## src/rtl/ula_pkg.sv

```systemverilog
// Shared types for the sequential ALU: opcode and FSM state encodings.
package ula_pkg;

  typedef enum logic [2:0] {
    OpAddi = 3'b000,
    OpAdd  = 3'b001,
    OpSubi = 3'b010,
    OpBeq  = 3'b011,
    OpAnd  = 3'b100,
    OpSub  = 3'b101,
    OpMul  = 3'b110,
    OpLi   = 3'b111
  } op_e;

  typedef enum logic [1:0] {
    StOcioso = 2'b00,
    StMult   = 2'b01,
    StSaida  = 2'b10
  } estado_e;

endpackage

```

## src/rtl/ula_mult_seq.sv

```systemverilog
// Iterative shift-add unsigned multiplier: one multiplier bit per cycle, LARGURA cycles.
module ula_mult_seq #(
  parameter int unsigned LARGURA = 8
) (
  input  logic                   clk,
  input  logic                   rst_n,
  input  logic                   start_i,
  input  logic [LARGURA-1:0]     op_a_i,
  input  logic [LARGURA-1:0]     op_b_i,
  output logic                   busy_o,
  output logic                   done_o,
  output logic [2*LARGURA-1:0]   product_o
);

  localparam int unsigned CntW = $clog2(LARGURA + 1);

  logic               busy_q, busy_d;
  logic [CntW-1:0]    cnt_q, cnt_d;
  logic [LARGURA-1:0] a_q, a_d;
  logic [LARGURA-1:0] hi_q, hi_d;
  logic [LARGURA-1:0] lo_q, lo_d;
  logic [LARGURA:0]   soma;

  always_comb begin
    busy_d = busy_q;
    cnt_d  = cnt_q;
    a_d    = a_q;
    hi_d   = hi_q;
    lo_d   = lo_q;
    soma   = {1'b0, hi_q} + (lo_q[0] ? {1'b0, a_q} : '0);
    if (start_i) begin
      busy_d = 1'b1;
      cnt_d  = CntW'(LARGURA);
      a_d    = op_a_i;
      hi_d   = '0;
      lo_d   = op_b_i;
    end else if (busy_q) begin
      if (cnt_q == '0) begin
        busy_d = 1'b0;
      end else begin
        // Add then shift the {carry, hi, lo} accumulator right by one.
        hi_d  = soma[LARGURA:1];
        lo_d  = {soma[0], lo_q[LARGURA-1:1]};
        cnt_d = cnt_q - CntW'(1);
      end
    end
  end

  always_ff @(posedge clk or negedge rst_n) begin
    if (!rst_n) begin
      busy_q <= 1'b0;
      cnt_q  <= '0;
      a_q    <= '0;
      hi_q   <= '0;
      lo_q   <= '0;
    end else begin
      busy_q <= busy_d;
      cnt_q  <= cnt_d;
      a_q    <= a_d;
      hi_q   <= hi_d;
      lo_q   <= lo_d;
    end
  end

  assign busy_o    = busy_q;
  assign done_o    = busy_q & (cnt_q == '0);
  assign product_o = {hi_q, lo_q};

endmodule

```

## src/rtl/ula_seq.sv

```systemverilog
// Sequential ALU with valid/ready handshake and registered result/flags.
// Define ULA_SEQ_MUL_EN to build the iterative multiplier; otherwise MUL reports Erro.
module ula_seq
  import ula_pkg::*;
#(
  parameter int unsigned LARGURA = 8
) (
  input  logic               clk,
  input  logic               rst_n,
  input  logic               in_valid,
  output logic               in_ready,
  input  logic [LARGURA-1:0] Dado1,
  input  logic [LARGURA-1:0] Dado2,
  input  logic [2:0]         ULAOp,
  output logic               out_valid,
  input  logic               out_ready,
  output logic [LARGURA-1:0] Result,
  output logic [LARGURA-1:0] ResultHi,
  output logic               Zero,
  output logic               Carry,
  output logic               Overflow,
  output logic               Negativo,
  output logic               Erro
);

  localparam int unsigned Msb = LARGURA - 1;

  estado_e            state_q, state_d;
  logic [LARGURA-1:0] result_q, result_d;
  logic [LARGURA-1:0] result_hi_q, result_hi_d;
  logic               zero_q, zero_d;
  logic               carry_q, carry_d;
  logic               overflow_q, overflow_d;
  logic               negativo_q, negativo_d;
  logic               erro_q, erro_d;

  op_e                op;
  logic               accept;
  logic               vai_mult;
  logic [LARGURA:0]   soma;
  logic [LARGURA:0]   dif;
  logic [LARGURA-1:0] alu_res;
  logic               alu_carry;
  logic               alu_ovf;
  logic               alu_erro;

  assign op       = op_e'(ULAOp);
  assign in_ready = (state_q == StOcioso);
  assign accept   = in_valid & in_ready;

`ifdef ULA_SEQ_MUL_EN
  logic                   mul_start;
  logic                   mul_busy;
  logic                   mul_done;
  logic [2*LARGURA-1:0]   mul_product;

  assign vai_mult  = (op == OpMul);
  assign mul_start = accept & vai_mult;

  ula_mult_seq #(
    .LARGURA (LARGURA)
  ) u_mult (
    .clk       (clk),
    .rst_n     (rst_n),
    .start_i   (mul_start),
    .op_a_i    (Dado1),
    .op_b_i    (Dado2),
    .busy_o    (mul_busy),
    .done_o    (mul_done),
    .product_o (mul_product)
  );
`else
  assign vai_mult = 1'b0;
`endif

  // Single-cycle datapath; MUL lands here only when the multiplier is not built.
  always_comb begin
    soma      = {1'b0, Dado1} + {1'b0, Dado2};
    dif       = {1'b0, Dado1} - {1'b0, Dado2};
    alu_res   = '0;
    alu_carry = 1'b0;
    alu_ovf   = 1'b0;
    alu_erro  = 1'b0;
    unique case (op)
      OpAdd, OpAddi: begin
        alu_res   = soma[Msb:0];
        alu_carry = soma[LARGURA];
        alu_ovf   = (Dado1[Msb] == Dado2[Msb]) && (alu_res[Msb] != Dado1[Msb]);
      end
      OpSub, OpSubi, OpBeq: begin
        alu_res   = dif[Msb:0];
        alu_carry = dif[LARGURA];
        alu_ovf   = (Dado1[Msb] != Dado2[Msb]) && (alu_res[Msb] != Dado1[Msb]);
      end
      OpAnd:   alu_res  = Dado1 & Dado2;
      OpLi:    alu_res  = Dado2;
      OpMul:   alu_erro = 1'b1;
      default: alu_res  = '0;
    endcase
  end

  always_comb begin
    state_d     = state_q;
    result_d    = result_q;
    result_hi_d = result_hi_q;
    zero_d      = zero_q;
    carry_d     = carry_q;
    overflow_d  = overflow_q;
    negativo_d  = negativo_q;
    erro_d      = erro_q;
    unique case (state_q)
      StOcioso: begin
        if (accept) begin
          if (vai_mult) begin
            state_d = StMult;
          end else begin
            state_d     = StSaida;
            result_d    = alu_res;
            result_hi_d = '0;
            zero_d      = (op == OpBeq) ? (Dado1 == Dado2) : (alu_res == '0);
            carry_d     = alu_carry;
            overflow_d  = alu_ovf;
            negativo_d  = alu_res[Msb];
            erro_d      = alu_erro;
          end
        end
      end
`ifdef ULA_SEQ_MUL_EN
      StMult: begin
        if (mul_busy && mul_done) begin
          state_d     = StSaida;
          result_d    = mul_product[Msb:0];
          result_hi_d = mul_product[2*LARGURA-1:LARGURA];
          zero_d      = (mul_product[Msb:0] == '0);
          carry_d     = 1'b0;
          overflow_d  = (mul_product[2*LARGURA-1:LARGURA] != '0);
          negativo_d  = mul_product[Msb];
          erro_d      = 1'b0;
        end
      end
`endif
      StSaida: begin
        if (out_ready) begin
          state_d = StOcioso;
        end
      end
      default: state_d = StOcioso;
    endcase
  end

  always_ff @(posedge clk or negedge rst_n) begin
    if (!rst_n) begin
      state_q     <= StOcioso;
      result_q    <= '0;
      result_hi_q <= '0;
      zero_q      <= 1'b0;
      carry_q     <= 1'b0;
      overflow_q  <= 1'b0;
      negativo_q  <= 1'b0;
      erro_q      <= 1'b0;
    end else begin
      state_q     <= state_d;
      result_q    <= result_d;
      result_hi_q <= result_hi_d;
      zero_q      <= zero_d;
      carry_q     <= carry_d;
      overflow_q  <= overflow_d;
      negativo_q  <= negativo_d;
      erro_q      <= erro_d;
    end
  end

  assign out_valid = (state_q == StSaida);
  assign Result    = result_q;
  assign ResultHi  = result_hi_q;
  assign Zero      = zero_q;
  assign Carry     = carry_q;
  assign Overflow  = overflow_q;
  assign Negativo  = negativo_q;
  assign Erro      = erro_q;

endmodule

```

## config.mk

```make
export PLATFORM = sky130hd
export DESIGN_NAME = ula_seq
export DESIGN_NICKNAME = d
export VERILOG_FILES = /design/src/rtl/ula_pkg.sv /design/src/rtl/ula_mult_seq.sv /design/src/rtl/ula_seq.sv
export SDC_FILE = /design/constraint.sdc
export NUM_CORES = 1
export LEC_CHECK = 0
export ABC_AREA = 0
export CORE_MARGIN = 3
export CORE_UTILIZATION = 44
export DETAILED_ROUTE_END_ITERATION = 10
export PLACE_DENSITY = 0.77
export SYNTH_ARGS = -nofsm -noshare
export SYNTH_HDL_FRONTEND = slang
export SYNTH_SLANG_ARGS = --single-unit
```

## constraint.sdc

```tcl
create_clock -name clk -period 1.07 [get_ports clk]
set_input_delay 0.214 -clock clk [delete_from_list [all_inputs] [get_ports clk]]
set_output_delay 0.214 -clock clk [all_outputs]
set_load 0.01 [all_outputs]
```

==> summary.txt <==
Finish
  • Most common cell after layout, fill and taps aside: buf_4
  • Commonest cells after routing, fill and taps aside: 85 x buf_4, 14 x nand2_1, 13 x dfrtp_1
  • Diodes inserted: 0
  • Area of the multi-input gates: 1530 um2
  • Fin cells: 360
  • Area delta synth->final: 85.2%
  • Layout cells sized above 1: 60.5%
  • Seq. cell area: 325 um2
  • Fillers: 160
  • Final Cell Area: 3080 um2
  • Fin nets: 356

Clock network
  • # hold bufs at CTS: 0
  • Bufs on Longest Clock Path: 2
  • TritonCTS clock tree: done
  • Clk_lat worst skew: 0.24 ns
  • Clk sinks: 13
  • H-tree depth: 1
  • Clock Tree Root: clkbuf_8
  • Reg clk slew, reported paths: 0.05 ns
  • Total CTS buffers: 3

Die
  • Die Y-Extent: 67.5 um
  • IO Pins: 46
  • Die Wd: 67.5 um
  • Row count: 21
  • Core Region: 3490 um2
  • Starting Density: 47.6%
  • Total Die Area: 4550 um2

Synth
  • Share of the synthesized area in the top cell type: 19.6%
  • Post-synth EDFFs: 0
  • Fraction of registers with async set/reset: 100%
  • Syn_area_per_cell: 8.57 um2
  • Primary FF master, synth: dfrtp_1
  • Cells after synthesis: 194
  • Yosys reg bits: 13
  • Yosys cell types: 55
  • Synth area leaders: dfrtp_1 20%, ha_1 12%, buf_4 5.0%
  • Yosys top cell by area: dfrtp_1
  • Seq/Total Area, Yosys: 19.6%
  • Yosys Warn Count: 0
  • Post-Syn Area: 1660 um2

Timing
  • Max Fclk: 0.491 GHz
  • Final Max Slew Viols: 0
  • Min Tclk post-route: 2.04 ns
  • Clk_skew: 0.00172 ns
  • RSZ-0062 raised after global routing: true
  • Final setup vio count: 12
  • Final Cycle Share: 190%
  • Final Hold Violating Endpoints: 0
  • Setup_tns: -7.93 ns
  • Final setup margin: -0.967 ns

GRT
  • Met1 usage: 30.2%
  • Total Routing Usage GR: 26.4%
  • Largest net degree at the start of global routing: 14
  • GR peak layer: met2
  • Grt met2 use: 49.3%
  • Initial antenna violation count: 0
  • Vias in the first global route: 2058
  • Grt met3 use: 2.50%
  • Global-route wire length before repair: 9320 um
  • Total gr overflow: 0

Power and ir drop
  • Leakage power: 0.00145 uW
  • Cell Pwr Density: 978 nW/um2
  • VDD IR max: 0.421 mV

Placement
  • Port bufs: 37
  • DP Cell Count: 337
  • Placer congestion estimate: 0.829
  • DP HPWL: 4130 um
  • Placed standard-cell area: 2680 um2

Routing
  • Vias: 2142
  • Routed WL: 7010 um
  • DRC: 0
  • Initial drt markers: 242
  • Number of detailed-route iterations in the first pass: 4
  • ANT nets after route: 0
  • Vias per inst: 5.95
  • WL/cell: 19.5 um

Hold path
  • HP Class: in2async

Critical path
  • Data required time of the worst path: 1.23 ns
  • Critical path class: in2reg
  • Startpoint types: input pin
  • Crit path max fanout: 2
  • Arrival time at the worst endpoint: 2.19 ns
  • Crit end category: register

Flow run
  • Max Cap Viol: 0

Outcome
  • Status: complete, but fails checks
  • Failing checks: setup timing
what timing repair did:
action                                  CTS  global route
endpoints found under the setup margin   27            26
pin swaps                                41            30
resized for setup                       144            43
buffers inserted                         14            10
synth_stat cells (4+ instances only):
cell       n
ha_1      16
inv_1     14
nand2_1   14
dfrtp_1   13
a21oi_1   11
buf_4     11
nor2_1    10
a22o_1     8
nor2b_1    7
xnor2_1    6
a21o_1     5
buf_6      5
o21ai_0    5
a22oi_1    4
nand2b_1   4
nand3_1    4
final cells by class:
type	count	share of cell area, %
clock buffer	4	1.46
tap	46	1.87
multi-input combinational	154	49.6
sequential	13	10.6
timing repair buffer	127	33.6
inverter	16	2.93
registers in the layout, summed over array words and instances, names as in the netlist:
name and count:
Zero 1, Overflow 1, state_q 1, Result 8, Carry 1, Erro 1
through the flow:
stage,setup WS (ns),util (%),hold slack [ns],power [uW]
final,-0.967,88.1,0.286,3010
after global routing,-1.04,88.1,0.299,3150
after CTS,-0.847,84.4,0.290,2810
after detailed placement,-1.58,76.8,0.469,2260
after global placement,-1.47,76.8,0.464,2200
after floorplan,-0.729,-,-0.0816,1490
logic make-up (layout without fill, tap and decap cells):
family	Yosys count	after routing	share of synthesized area [%]
AOI/OAI and AO/OA	70	70	33.1
buffers and inverters	34	147	12.5
adders and majority gates	18	18	14.4
DFF	13	13	19.6
xor gates and xnor gates	7	7	3.69
muxes	1	1	0.677
and+or+nand+nor	50	50	15.8
other	1	8	0.226
worst max-delay path: stages:
cell      delay [ns]
buf_12          0.08
buf_12          0.10
clkinv_8        0.04
ha_4            0.15
fa_2            0.34
buf_4           0.16
xnor2_4         0.14
nand2_1         0.11
a32oi_2         0.14
a2111o_1        0.33
nand2_1         0.09
nand4_1         0.12
o21ai_1         0.17
metal layers:
layer  part of all wire (%)  up-vias  wire length, um
met5                      0        -                0
met4                    5.0        0              350
met3                    7.9       48              555
met2                     51      157             3590
met1                     36     1000             2510
li1                       -      937                -
power breakdown:
group	leakage, uW	internal, uW	switching [uW]
clock	0.0000228	262	159
combinational	0.00126	1020	910
sequential	0.000165	597	61.3
worst paths after layout:
kind	slack, ns	cells after the start	startpoint	end
max	-0.97	13	Dado1[0]	Zero
min	0.29	2	rst_n	Result[4]
min in group clk	0.49	2	Overflow	Overflow
min reg2reg	0.49	2	Overflow	Overflow
max reg2reg	-0.32	6	state_q[1]	Zero
max in group asynchronous	0.63	2	rst_n	Erro
Note: power is estimated with default switching activity, not from simulation.
